[src/rtl/interrupt_controller_pkg.sv]
// Shared constants for the interrupt controller: register addresses, source
// bit positions, vector base and FSM encodings.
package interrupt_controller_pkg;
  localparam int NUM_SRC = 5;

  localparam logic [15:0] IF_ADDR = 16'hFF0F;
  localparam logic [15:0] IE_ADDR = 16'hFFFF;

  localparam int IRQ_VBLANK = 0;
  localparam int IRQ_STAT   = 1;
  localparam int IRQ_TIMER  = 2;
  localparam int IRQ_SERIAL = 3;
  localparam int IRQ_JOYPAD = 4;

  localparam logic [7:0] VEC_BASE = 8'h40;

  localparam logic [1:0] IDLE = 2'd0;
  localparam logic [1:0] REQ  = 2'd1;
  localparam logic [1:0] HOLD = 2'd2;

  typedef logic [NUM_SRC-1:0] irq_vec_t;

  // Vectors are spaced 8 bytes apart starting at the base.
  function automatic logic [7:0] irq_vector_of(input logic [7:0] base, input logic [2:0] idx);
    return base + {2'b00, idx, 3'b000};
  endfunction
endpackage

[src/rtl/interrupt_controller_if.sv]
// MMU register bus plus the CPU request/vector/ack handshake.
interface interrupt_controller_if;
  logic [15:0] A_mmu;
  logic [7:0]  Di_mmu;
  logic [7:0]  Do_mmu;
  logic        wr_mmu;
  logic        rd_mmu;
  logic        cs_mmu;
  logic        irq_req;
  logic [7:0]  irq_vector;
  logic        irq_ack;
  logic        wake;

  modport master (
    output A_mmu, Di_mmu, wr_mmu, rd_mmu, cs_mmu, irq_ack,
    input  Do_mmu, irq_req, irq_vector, wake
  );

  modport slave (
    input  A_mmu, Di_mmu, wr_mmu, rd_mmu, cs_mmu, irq_ack,
    output Do_mmu, irq_req, irq_vector, wake
  );
endinterface

[src/rtl/interrupt_controller_priority_enc.sv]
// Lowest-set-bit encoder over the 5 interrupt sources; bit 0 is highest
// priority. Shared with the CPU HALT logic.
module irq_priority_enc (
  input  logic [4:0] req,
  output logic [2:0] idx,
  output logic       valid
);
  always_comb begin
    idx   = 3'd0;
    valid = |req;
    // Scan downward so the lowest set bit is the last assignment.
    for (int i = 4; i >= 0; i--) begin
      if (req[i]) idx = 3'(i);
    end
  end
endmodule

[src/rtl/interrupt_controller.sv]
// IF/IE register block with rising-edge capture of the peripheral interrupt
// lines and a prioritised request/ack handshake to the CPU.
module interrupt_controller #(
  parameter int         NUM_SRC  = interrupt_controller_pkg::NUM_SRC,
  parameter logic [7:0] VEC_BASE = interrupt_controller_pkg::VEC_BASE
) (
  input  logic                         clock,
  input  logic                         reset,
  interrupt_controller_if.slave        bus,
  input  logic                         vblankIRQ,
  input  logic                         statIRQ,
  input  logic                         timerIRQ,
  input  logic                         serialIRQ,
  input  logic                         joypadIRQ
);
  import interrupt_controller_pkg::*;

  logic [NUM_SRC-1:0] src, prev_q, rise, if_q, if_d, pending;
  logic [7:0]         ie_q;
  logic [1:0]         state_q, state_d;
  logic [2:0]         idx;
  logic               valid;
  logic               wr_if, wr_ie, rd_en, ack_ok;

  assign src     = {joypadIRQ, serialIRQ, timerIRQ, statIRQ, vblankIRQ};
  assign rise    = src & ~prev_q;
  assign pending = if_q & ie_q[NUM_SRC-1:0];

  irq_priority_enc u_enc (
    .req   (pending),
    .idx   (idx),
    .valid (valid)
  );

  assign wr_if  = bus.cs_mmu && bus.wr_mmu && (bus.A_mmu == IF_ADDR);
  assign wr_ie  = bus.cs_mmu && bus.wr_mmu && (bus.A_mmu == IE_ADDR);
  assign rd_en  = bus.cs_mmu && bus.rd_mmu;
  assign ack_ok = bus.irq_ack && (state_q == REQ) && valid;

  // Write, then ack-clear, then set: a fresh edge always survives.
  always_comb begin
    if_d = wr_if ? bus.Di_mmu[NUM_SRC-1:0] : if_q;
    if (ack_ok) if_d = if_d & ~(NUM_SRC'(1) << idx);
    if_d = if_d | rise;
  end

  always_comb begin
    bus.Do_mmu = 8'h00;
    if (rd_en) begin
      if (bus.A_mmu == IF_ADDR)      bus.Do_mmu = {3'b111, if_q};
      else if (bus.A_mmu == IE_ADDR) bus.Do_mmu = ie_q;
    end
  end

  always_comb begin
    state_d = state_q;
    case (state_q)
      IDLE:    if (valid) state_d = REQ;
      REQ:     if (ack_ok) state_d = HOLD;
               else if (!valid) state_d = IDLE;
      HOLD:    state_d = IDLE;
      default: state_d = IDLE;
    endcase
  end

  always_ff @(posedge clock or posedge reset) begin
    if (reset) begin
      if_q    <= '0;
      ie_q    <= 8'h00;
      prev_q  <= '0;
      state_q <= IDLE;
    end else begin
      if_q    <= if_d;
      prev_q  <= src;
      state_q <= state_d;
      if (wr_ie) ie_q <= bus.Di_mmu;
    end
  end

  assign bus.irq_req    = (state_q == REQ);
  assign bus.irq_vector = (state_q == REQ) ? irq_vector_of(VEC_BASE, idx) : VEC_BASE;
  assign bus.wake       = |pending;
endmodule

[src/flat_wrapper.sv]
// flat-port wrapper written by rule: the top's interface ports become plain ports
module interrupt_controller_flat import interrupt_controller_pkg::*;
#(
  parameter int         NUM_SRC  = interrupt_controller_pkg::NUM_SRC,
  parameter logic [7:0] VEC_BASE = interrupt_controller_pkg::VEC_BASE
)
  (clock, reset, vblankIRQ, statIRQ, timerIRQ, serialIRQ, joypadIRQ, bus_A_mmu, bus_Di_mmu, bus_wr_mmu, bus_rd_mmu, bus_cs_mmu, bus_irq_ack, bus_Do_mmu, bus_irq_req, bus_irq_vector, bus_wake);
  interrupt_controller_if bus_i ();
  input  logic clock;
  input  logic reset;
  input  logic vblankIRQ;
  input  logic statIRQ;
  input  logic timerIRQ;
  input  logic serialIRQ;
  input  logic joypadIRQ;
  input wire logic [$bits(bus_i.A_mmu)-1:0] bus_A_mmu;
  input wire logic [$bits(bus_i.Di_mmu)-1:0] bus_Di_mmu;
  input wire logic [$bits(bus_i.wr_mmu)-1:0] bus_wr_mmu;
  input wire logic [$bits(bus_i.rd_mmu)-1:0] bus_rd_mmu;
  input wire logic [$bits(bus_i.cs_mmu)-1:0] bus_cs_mmu;
  input wire logic [$bits(bus_i.irq_ack)-1:0] bus_irq_ack;
  output wire logic [$bits(bus_i.Do_mmu)-1:0] bus_Do_mmu;
  output wire logic [$bits(bus_i.irq_req)-1:0] bus_irq_req;
  output wire logic [$bits(bus_i.irq_vector)-1:0] bus_irq_vector;
  output wire logic [$bits(bus_i.wake)-1:0] bus_wake;
  assign bus_i.A_mmu = bus_A_mmu;
  assign bus_i.Di_mmu = bus_Di_mmu;
  assign bus_i.wr_mmu = bus_wr_mmu;
  assign bus_i.rd_mmu = bus_rd_mmu;
  assign bus_i.cs_mmu = bus_cs_mmu;
  assign bus_i.irq_ack = bus_irq_ack;
  assign bus_Do_mmu = bus_i.Do_mmu;
  assign bus_irq_req = bus_i.irq_req;
  assign bus_irq_vector = bus_i.irq_vector;
  assign bus_wake = bus_i.wake;
  interrupt_controller #(.NUM_SRC(NUM_SRC), .VEC_BASE(VEC_BASE)) u_core (.clock(clock), .reset(reset), .bus(bus_i), .vblankIRQ(vblankIRQ), .statIRQ(statIRQ), .timerIRQ(timerIRQ), .serialIRQ(serialIRQ), .joypadIRQ(joypadIRQ));
endmodule
[config.mk]
export PLATFORM = sky130hd
export DESIGN_NAME = interrupt_controller_flat
export DESIGN_NICKNAME = d
export VERILOG_FILES = /design/src/rtl/interrupt_controller_pkg.sv /design/src/rtl/interrupt_controller_if.sv /design/src/rtl/interrupt_controller_priority_enc.sv /design/src/rtl/interrupt_controller.sv /design/src/flat_wrapper.sv
export SDC_FILE = /design/constraint.sdc
export NUM_CORES = 1
export LEC_CHECK = 0
export CAP_MARGIN = 20
export CORE_ASPECT_RATIO = 0.9
export CORE_MARGIN = 8
export CORE_UTILIZATION = 42
export CTS_BUF_LIST = sky130_fd_sc_hd__clkbuf_4
export CTS_CLUSTER_SIZE = 25
export DETAILED_ROUTE_END_ITERATION = 10
export GPL_ROUTABILITY_DRIVEN = 0
export PLACE_DENSITY = 0.82
export RECOVER_POWER = 100
export SETUP_SLACK_MARGIN = 0.05
export SLEW_MARGIN = 10
export SYNTH_ARGS = -nofsm -noshare
export SYNTH_HDL_FRONTEND = slang
export SYNTH_HIERARCHICAL = 1
export SYNTH_SLANG_ARGS = --single-unit
[constraint.sdc]
create_clock -name clock -period 2.35 [get_ports clock]
set_input_delay 0.47 -clock clock [delete_from_list [all_inputs] [get_ports clock]]
set_output_delay 0.47 -clock clock [all_outputs]
set_load 0.01 [all_outputs]
# Word level (Yosys, flattened, before mapping)
# Cells that the tools add are included.
[word_totals]
in_bits = 35
regBits = 20
elab_cells = 41
[classes]
bitwise = 6
n_mux = 15
reduce_logical = 9
shifts = 1
n_addsub = 1
n_eq_ne = 5
[op_table]
columns = ["cell", "n"]
rows = [
  ["$eq A16 B16 Y1 const B", 2],
  ["$mux W8", 4],
  ["$and A5 B5 Y5", 3],
  ["$mux W3", 5],
  ["$mux W5", 2],
  ["$not A5 Y5", 2],
  ["$add A7 B6 Y8 const A", 1],
  ["$logic_and A1 B1 Y1", 6],
  ["$mux W2", 3],
  ["$or A5 B5 Y5", 1],
  ["$reduce_or A5 Y1", 1],
  ["$shl A1 B3 Y5 const A", 1],
  ["$pmux W2 S2", 1],
  ["$ne A3 B3 Y1 const B", 1],
  ["$eq A2 B1 Y1 const B", 1],
  ["$logic_not A2 Y1", 1],
  ["$ne A2 B1 Y1 const B", 1],
  ["$reduce_and A2 Y1", 1],
]

# Logic depth before layout (Yosys ltp)
[logic_depth]
depth_word = 11
ltp_mapped = 8
mapped_depth_nobuf = 7

# Cells and area by module
# Netlist, hierarchy kept.
[modules_own_cells]
columns = ["module", "seq_area_each_um2", "n_inst", "area_each_um2", "cells_per_inst"]
rows = [
  ["interrupt_controller", 500.5, 1, 1092.3, 102],
  ["irq_priority_enc", 0.0, 1, 48.8, 8],
]

# Worst setup path before layout
# OpenSTA, ideal clock, no wires.
[synth_timing]
kind = "input to output"
from = "input bus_A_mmu[4]"
to = "output bus_Do_mmu[0]"
slack_ns = 0.212
t_arrival_ns = 1.668
path_buffers = 1
required_ns = 1.880
path_stages = 5
path_cell_list = "or4_4 nor3_4 and3_1 buf_6 a22o_2"
[synth_between]
elab_chain_len = 4
word_cells_on_any_way = 5
cone_classes = "eq/ne: 2; mux: 3"
[synth_lines]
columns = ["item", "line_no", "rtl"]
rows = [
  ["start, declared", "flat_wrapper.sv:16", "input wire logic [$bits(bus_i.A_mmu)-1:0] bus_A_mmu;"],
  ["$eq A16 B16 Y1", "interrupt_controller.sv:51", "else if (bus.A_mmu == IE_ADDR) bus.Do_mmu = ie_q;"],
  ["$mux W8", "interrupt_controller.sv:51", ""],
  ["$mux W8 (*)", "interrupt_controller.sv:50", "if (bus.A_mmu == IF_ADDR) bus.Do_mmu = {3'b111, if_q};"],
  ["$mux W8 (*)", "interrupt_controller.sv:49", "if (rd_en) begin"],
  ["end, declared", "flat_wrapper.sv:22", "output wire logic [$bits(bus_i.Do_mmu)-1:0] bus_Do_mmu;"],
]
# Mark *: on every way between the ends. The rest lies on a longest branch, timed or not.

# Final worst setup path
[layout_timing]
from = "register u_core.if_q[3]"
to = "output bus_irq_vector[5]"
[layout_between]
elab_chain_len = 7
[layout_lines]
columns = ["item", "line_no", "rtl"]
rows = [
  ["start, declared", "interrupt_controller.sv:18", "logic [NUM_SRC-1:0] src, prev_q, rise, if_q, if_d, pending;"],
  ["start signal, assigned", "interrupt_controller.sv:73", "if_q <= if_d;"],
  ["$and A5 B5 Y5", "interrupt_controller.sv:27", "assign pending = if_q & ie_q[NUM_SRC-1:0];"],
  ["named net u_core.pending[3]", "interrupt_controller.sv:18", ""],
  ["$mux W3 (4 in a row)", "interrupt_controller_priority_enc.sv:13", "if (req[i]) idx = 3'(i);"],
  ["named net u_core.idx[2]", "interrupt_controller.sv:21", "logic [2:0] idx;"],
  ["$add A7 B6 Y8", "interrupt_controller_pkg.sv:25", "return base + {2'b00, idx, 3'b000};"],
  ["$mux W8", "interrupt_controller.sv:81", "assign bus.irq_vector = (state_q == REQ) ? irq_vector_of(VEC_BASE, idx) : VEC_BASE;"],
  ["end, declared", "flat_wrapper.sv:24", "output wire logic [$bits(bus_i.irq_vector)-1:0] bus_irq_vector;"],
]
# The timed path passes the listed nets, and every way through them passes these cells.

==> reports/qor.csv <==
metric;value;unit
Clock Latency Late Sink;300;ps
number of global-route vias before repair;1251;
Critical Path Source Type;register;
sequential share of the synthesized area;43.86;%
Max Freq;0.4329;GHz
fin crit share;98.29;%
Vias;1138;
clock-pin transition on the worst setup and hold timing paths;110;ps
Post-Syn Instances;110;
Top FF cell, synth;dfrtp_1;
Leak Pwr;0.9626;nW
cts bufs inserted;3;
busiest layer in global routing;met2;
largest area contributor in the netlist;dfrtp_1;
die height;65.45;um
core region area;2658;um2
cells along the critical path;and2_4 > nor4_4 > and2_4 > and2_1 > dlygate4sd2_1;
number of diodes;0;
dpl cell area;1637;um2
Final Critical Period;2310;ps
Yosys reg bits;20;
DR iter-0 viols;92;
# clock sinks;20;
non-filler instance count after layout;207;
status;completed;
synth unique cells;33;
DR WL/cell;17.76;um
TritonCTS clock tree;built;
Place WS;-703.0;ps
Hold Slack;456.4;ps
required time worst endpoint;1880;ps
post-DP HPWL;2.556;mm
Site Rows;18;
Ys Warns;6;
TNS Setup;0;ps
fin. max-slew vios;0;
CP max stage delay;410;ps
# Max-Cap Violations;0;
# placed instances;186;
worst min-delay path class;register to register;
root buf cell;clkbuf_4;
Crit. End Element;output pin;
Design Area, Final;1892;um2
Crit path top cell by count;and2_4;
final count of hold timing violations;0;
RSZ-0062 raised after global routing;true;
Synth Cell Area;1141;um2
layout cells sized above 1;37.85;%
# fillers;179;
met1 track utilization from global routing;16.86;%
worst ir drop on vdd;329.3;uV
Global Route Usage Sum;15.96;%
GR Util met2;29.94;%
router iterations before antenna repair;4;
number of port buffers;47;
Post-synth EDFFs;0;
chip width;70.95;um
DRC violations left;0;
gr ovfl total;0;
Synth Area per Inst;10.37;um2
crit path DAT;1840;ps
first-pass GRT wire length;5.913;mm
Final WS setup;40.20;ps
hold buffers post-CTS;0;
synthesis-to-finish area growth;65.79;%
vias per cell;5.498;
final setup fails;0;
IO Pins;53;
worst slew pin tran;753.2;ps
post-synth top area share;43.86;%
final core utilization;71.19;%
largest net degree at the start of global routing;21;
DRT antenna net count;0;
FFs w/ async S/R, synth;100.0;%
clk_skew;2.156;ps
final wirelength;3.677;mm
ranking of synthesized cells by area;dfrtp_1, mux2_2, and2_1;
Crit-path slowest cell;dfrtp_1;
total power;0.6959;mW
GR Util met3;5.471;%
buffers from clock root to sink, at most;2;
H-tree Lvls;1;
CP Max Fanout;5;
Power Dens Cells;367.9;nW/um2
Layout Nets;213;
Total Die Area;4643;um2
worst relative slew slack;49.73;%
critical path start-end classification;register to output pin;
initial antenna violation count;0;
Initial Util;42.94;%
cell usage in the layout (no fill, tap or decap), types with 3 or more instances in the layout:
cell | Yosys | routed
conb_1 | 2 | 5
buf_6 | 1 | 10
inv_1 | 6 | 6
and2_4 | 0 | 4
dlygate4sd2_1 | 0 | 13
a22o_4 | 0 | 5
and2_1 | 10 | 5
mux2_2 | 8 | 8
buf_4 | 5 | 20
dfrtp_1 | 20 | 20
nand2_1 | 4 | 4
nor2b_1 | 3 | 3
clkdlybuf4s50_1 | 0 | 13
clkbuf_4 | 0 | 3
dlygate4sd3_1 | 0 | 6
nor2_1 | 4 | 4
a211oi_1 | 5 | 5
nand4_1 | 6 | 6
o221ai_1 | 3 | 3
worst paths after layout:
kind / cells after the start / start / slack (ps) / to
max: 5 / u_core/if_q[3] / 40 / bus_irq_vector[5]
min: 1 / u_core/state_q[1] / 460 / u_core/state_q[0]
max reg2reg: 8 / u_core/if_q[0] / 210 / u_core/if_q[1]
min reg2reg: 1 / u_core/state_q[1] / 460 / u_core/state_q[0]
max in group asynchronous: 2 / reset / 1140 / u_core/if_q[0]
min in group asynchronous: 2 / reset / 740 / u_core/prev_q[3]
cell families after synthesis:
group                  Yosys count  share of synthesized area [%]
flip-flops                      20                          43.86
buffers and inverters           15                          7.346
AO/OA/AOI/OAI                   17                          12.72
other                            2                         0.6581
AND/OR/NAND/NOR                 48                          27.52
multiplexers                     8                          7.895
power breakdown:
group          switching [mW]  total [mW]  internal, mW
clock                   0.104       0.276         0.172
sequential            0.00133       0.350         0.348
combinational          0.0278      0.0703        0.0424
registers in the layout, summed over array words and instances (netlist names):
register,flops
u_core/ie_q,8
u_core/state_q,2
u_core/prev_q,5
u_core/if_q,5
cell usage after synthesis (3+ instances only):
master / instances
dfrtp_1: 20
and2_1: 10
mux2_2: 8
inv_1: 6
nand4_1: 6
a211oi_1: 5
a22o_2: 5
buf_4: 5
nand2_1: 4
nor2_1: 4
a21o_2: 3
and3_1: 3
nor2b_1: 3
nor3_1: 3
o221ai_1: 3
timing repair:
action,in CTS,in global routing
pin swaps,16,3
cloned,0,0
endpoints found under the setup margin,12,11
gates resized for setup,83,8
buffers inserted,14,3
hold endpoints to repair,0,0
worst max-delay path, delay by kind of cell (launching register included):
| kind | cells | cell delay (ps) |
|---|---|---|
| AND/OR/NAND/NOR | 4 | 860 |
| buffers and inverters | 1 | 270 |
| flip-flops | 1 | 410 |
area by class of cell:
| type | count | area (um2) | share of cell area, % |
|---|---|---|---|
| Multi-Input combinational cell | 78 | 646.9 | 34.19 |
| Timing Repair Buffer | 69 | 631.9 | 33.40 |
| Tap cell | 30 | 37.54 | 1.984 |
| Inverter | 6 | 22.52 | 1.190 |
| Clock inverter | 1 | 30.03 | 1.587 |
| Clock buffer | 3 | 22.52 | 1.190 |
| Sequential cell | 20 | 500.5 | 26.46 |
metal layers:
layer | vias to the layer above | wire (um) | share of wire (%)
li1 | 528 | - | -
met1 | 570 | 1382 | 38
met2 | 37 | 1987 | 54
met3 | 3 | 290 | 7.9
met4 | 0 | 17 | 0.46
met5 | - | 0 | 0
Note: power is estimated with default switching activity, not from simulation.
==> RTL edit 1 (same flow settings) <==
`if_q` no longer has a reset.
--- a/src/rtl/interrupt_controller.sv
+++ b/src/rtl/interrupt_controller.sv
@@ -66,14 +66,16 @@
   always_ff @(posedge clock or posedge reset) begin
     if (reset) begin
-      if_q    <= '0;
       ie_q    <= 8'h00;
       prev_q  <= '0;
       state_q <= IDLE;
     end else begin
-      if_q    <= if_d;
       prev_q  <= src;
       state_q <= state_d;
       if (wr_ie) ie_q <= bus.Di_mmu;
     end
+  end
+
+  always_ff @(posedge clock) begin
+    if_q <= if_d;
   end
 
Check against the original RTL: not equivalent (Yosys sat finds a counterexample within 4 cycles, from zero or initial values and one cycle with reset high).
==> RTL edit 1 against the original RTL <==
Cell area decreased by 3.6%. Power increased by 1.4%. Die area decreased by 1.9%. Global-route usage decreased by 0.19 points. Clock power increased by 4%. Sequential cell count unchanged. Non-clock buffer count decreased by 5. Critical path depth increased by 2. Synthesized area decreased by 2.4%. Worst setup slack got worse by 0.030 ns. Count of clock-buffer cells in the layout unchanged. Wire length increased by 2.1%. Clock skew increased by 0.0094 ns. Critical path type is now in -> out. Largest cell class unchanged. Highest routed layer unchanged.
==> RTL edit 1: results (changes against the original RTL) <==
[outcome]
status=complete, no violations  ; unchanged

[critical_path]
crit_start=bus_A_mmu[5]  ; was u_core/if_q[3]
slowest_delay_ns=0.53  ; was 0.41 ns
r2r_slack_ns=0.17  ; was 0.21 ns
cp_slowest_cell=or4_4  ; was dfrtp_1
r2r_start=u_core/if_q[1]  ; was u_core/if_q[0]
crit_arrival_ns=1.87  ; was 1.84 ns

[power_and_ir_drop]
clockPowerShare_pct=40.5  ; was 39.7%
seqPwrFrac_pct=49.4  ; was 50.2%
swShare_pct=20.1  ; was 19.1%
leakage_uw=0.000909  ; was 0.000963 uW

[global_routing]
use_met3_pct=6.09  ; was 5.47%
grt_pass1_wl_mm=5.87  ; was 5.91 mm
grtUsageTotal_pct=15.8  ; was 16.0%
grt_pass1_vias=1179  ; was 1251

[drt]
wl_per_cell_um=18.9  ; was 17.8 um

[sta]
timing.final.ws_setup_ns=0.0104  ; was 0.0402 ns
skew_ns=0.0116  ; was 0.00216 ns
worst_pin_slew_ns=0.595  ; was 0.753 ns
finalHoldWorstSlack_ns=0.460  ; was 0.456 ns

[cts]
clock_latency_ns=0.32  ; was 0.30 ns

[synth]
ys_async_sr_fraction_pct=75.0  ; was 100%
synth_commonest_cells=15 x dfrtp_1, 9 x and2_1, 8 x mux2_2  ; was 20 x dfrtp_1, 10 x and2_1, 8 x mux2_2

[place]
dp_cells=184  ; was 186
place_area_um2=1620  ; was 1640 um^2

[layout]
final_cells=199  ; was 207
syn2layout_area_growth_pct=63.7  ; was 65.8%

RTL edit 1: changes by cell type in the layout (fill, tap and decap cells not counted), moves of 3 or more:
| cell | before | now |
|---|---|---|
| buf_4 | 20 | 10 |
| clkbuf_4 | 3 | 8 |
| clkdlybuf4s50_1 | 13 | 16 |
| dfrtp_1 | 20 | 15 |
| dfxtp_1 | 0 | 5 |
| dlygate4sd2_1 | 13 | 9 |
RTL edit 1: what timing repair did:
action                                  CTS  global route
buffers inserted                         10             2
resized for setup                        84            12
pin swaps                                14             5
hold buffers                              0             0
endpoints found under the setup margin   12            11
RTL edit 1: area by class of cell:
cell class	instances	area share, %
repair buffers	64	32.1
flip-flops and latches	20	26.1
multi-input cells	77	35.8
clock inverters	1	1.65
well taps	28	1.92
inverters	6	1.24
clock buffers	3	1.24
==> RTL edit 2 (same flow settings) <==
Without the edit above. Add an input register stage for `vblankIRQ`, `statIRQ`, `timerIRQ`, `serialIRQ` and `joypadIRQ`, without a reset; this delays them by one clock. The other inputs are not delayed to match.
--- a/src/rtl/interrupt_controller.sv
+++ b/src/rtl/interrupt_controller.sv
@@ -16,4 +16,18 @@
   import interrupt_controller_pkg::*;
 
+  logic vblankIRQ_q;
+  logic statIRQ_q;
+  logic timerIRQ_q;
+  logic serialIRQ_q;
+  logic joypadIRQ_q;
+
+  always_ff @(posedge clock) begin
+    vblankIRQ_q <= vblankIRQ;
+    statIRQ_q   <= statIRQ;
+    timerIRQ_q  <= timerIRQ;
+    serialIRQ_q <= serialIRQ;
+    joypadIRQ_q <= joypadIRQ;
+  end
+
   logic [NUM_SRC-1:0] src, prev_q, rise, if_q, if_d, pending;
   logic [7:0]         ie_q;
@@ -23,5 +37,5 @@
   logic               wr_if, wr_ie, rd_en, ack_ok;
 
-  assign src     = {joypadIRQ, serialIRQ, timerIRQ, statIRQ, vblankIRQ};
+  assign src     = {joypadIRQ_q, serialIRQ_q, timerIRQ_q, statIRQ_q, vblankIRQ_q};
   assign rise    = src & ~prev_q;
   assign pending = if_q & ie_q[NUM_SRC-1:0];
Formal check against the unedited RTL: not equivalent (a bounded check fails within 4 cycles, from zero or initial values and one cycle with reset high).
==> RTL edit 2 against the original RTL <==
Highest routed layer unchanged. Sequential cell count up 5. Largest power group unchanged. Power up 2.0%. Final cell count up 5.3%. Wire length up 2.1%. Register-to-register slack about the same. Cell area up 2.2%. Critical path type is now in -> out. Synthesized area up 8.6%. Worst setup slack better by 0.0041 ns.
==> RTL edit 2: results (changes against the original RTL) <==
[global_routing]
grtUsageTotal_pct=15.2  ; was 16.0%
grt_pass1_vias=1221  ; was 1251
use_met3_pct=4.29  ; was 5.47%
use_met1_pct=17.2  ; was 16.9%
grtUsageMet2_pct=28.0  ; was 29.9%
grt_pass1_wl_mm=5.93  ; was 5.91 mm

[synth]
synth_commonest_cells=20 x dfrtp_1, 9 x and2_1, 8 x mux2_2  ; was 20 x dfrtp_1, 10 x and2_1, 8 x mux2_2
ys_async_sr_fraction_pct=80.0  ; was 100%
synthTopCellsByArea=dfrtp_1 40%, dfxtp_1 8.1%, mux2_2 7.3%  ; was dfrtp_1 44%, mux2_2 7.9%, and2_1 5.5%
synth_seq_area_share_pct=48.5  ; was 43.9%

[layout]
drive_gt1_share_pct=34.8  ; was 37.9%
fin_nets=214  ; was 213
fillers=221  ; was 179
antenna_cells=0  ; unchanged

[place]
pre_cts_slack_ns=-0.760  ; was -0.703 ns
dp_hpwl_mm=2.66  ; was 2.56 mm
place_area_um2=1760  ; was 1640 um^2
port_buffers=47  ; unchanged

[drt]
first_iter_violations=76  ; was 92
wl_met3_um=228  ; was 290 um
routed_wl_mm=3.75  ; was 3.68 mm
wl_met1_mm=1.48  ; was 1.38 mm
vias_per_cell=5.16  ; was 5.50
met2_length_mm=2.02  ; was 1.99 mm

[cts]
path_clk_slew_ns=0.14  ; was 0.11 ns
clock_latency_ns=0.32  ; was 0.30 ns
ctsResizeCount=86  ; was 83
post_cts_buffers=7  ; was 14

[sta]
finalHoldWorstSlack_ns=0.361  ; was 0.456 ns
worst_pin_slew_ns=0.765  ; was 0.753 ns
skew_ns=0.00713  ; was 0.00216 ns
fmax_mhz=434  ; was 433 MHz

[critical_path]
cp_max_fo=6  ; was 5
r2r_end=u_core/if_q[2]  ; was u_core/if_q[1]

[outcome]
status=complete, no violations  ; unchanged

[power_and_ir_drop]
vdd_drop_max_mv=0.454  ; was 0.329 mV

[hold_path]
min_delay_path_depth=0  ; was 1
worstHoldStart=u_core/statIRQ_q  ; was u_core/state_q[1]

-- RTL edit 2: layout make-up --
class	instances	area [um^2]	share of cell area, %
Clock buffer	3	22.5	1.17
Clock inverter	1	7.51	0.388
Inverter	6	22.5	1.17
Multi-Input combinational cell	77	621	32.1
Sequential cell	25	601	31.1
Tap cell	40	50.0	2.59
Timing Repair Buffer	66	609	31.5
-- RTL edit 2: through the flow --
step / TNS, ns / std cells / utilization (%)
floorplan: 0 / 117 / -
global placement: -5.74 / 202 / 63.6
detailed placement: -5.79 / 202 / 63.6
CTS: -0.0303 / 212 / 68.9
global route: 0 / 218 / 69.8
finish: 0 / 218 / 69.8
-- RTL edit 2: power breakdown --
group / total, uW / internal (uW) / switching [uW] / leakage (uW)
clock: 199 / 65.1 / 134 / 0.0000139
combinational: 70.0 / 44.2 / 25.9 / 0.000628
sequential: 442 / 438 / 3.61 / 0.000284
total: 710 / 547 / 163 / 0.000925
-- RTL edit 2: cells by family after synthesis --
family,after synthesis,synth area share (%)
other,2,0.606
muxes,8,7.27
AOI/OAI and AO/OA,17,11.7
and+or+nand+nor,47,25.3
DFF,25,48.5
buffers and inverters,15,6.67
-- RTL edit 2: worst max-delay path, cell delays in order --
cell and delay, ns:
buf_6 0.09, or4_4 0.52, nor3_2 0.14, and4_4 0.26
buf_6 0.13, a22o_4 0.13, buf_6 0.09
-- RTL edit 2: worst max-delay path by stage --
stage / start / to / cells past startpoint
after floorplan: bus_A_mmu[4] / bus_Do_mmu[0] / 5
after global placement: bus_A_mmu[4] / bus_Do_mmu[4] / 7
after detailed placement: bus_A_mmu[4] / bus_Do_mmu[4] / 7
after CTS: u_core/ie_q[1] / bus_wake / 4
after global routing: u_core/ie_q[3] / bus_irq_vector[5] / 5
final: bus_A_mmu[7] / bus_Do_mmu[4] / 7
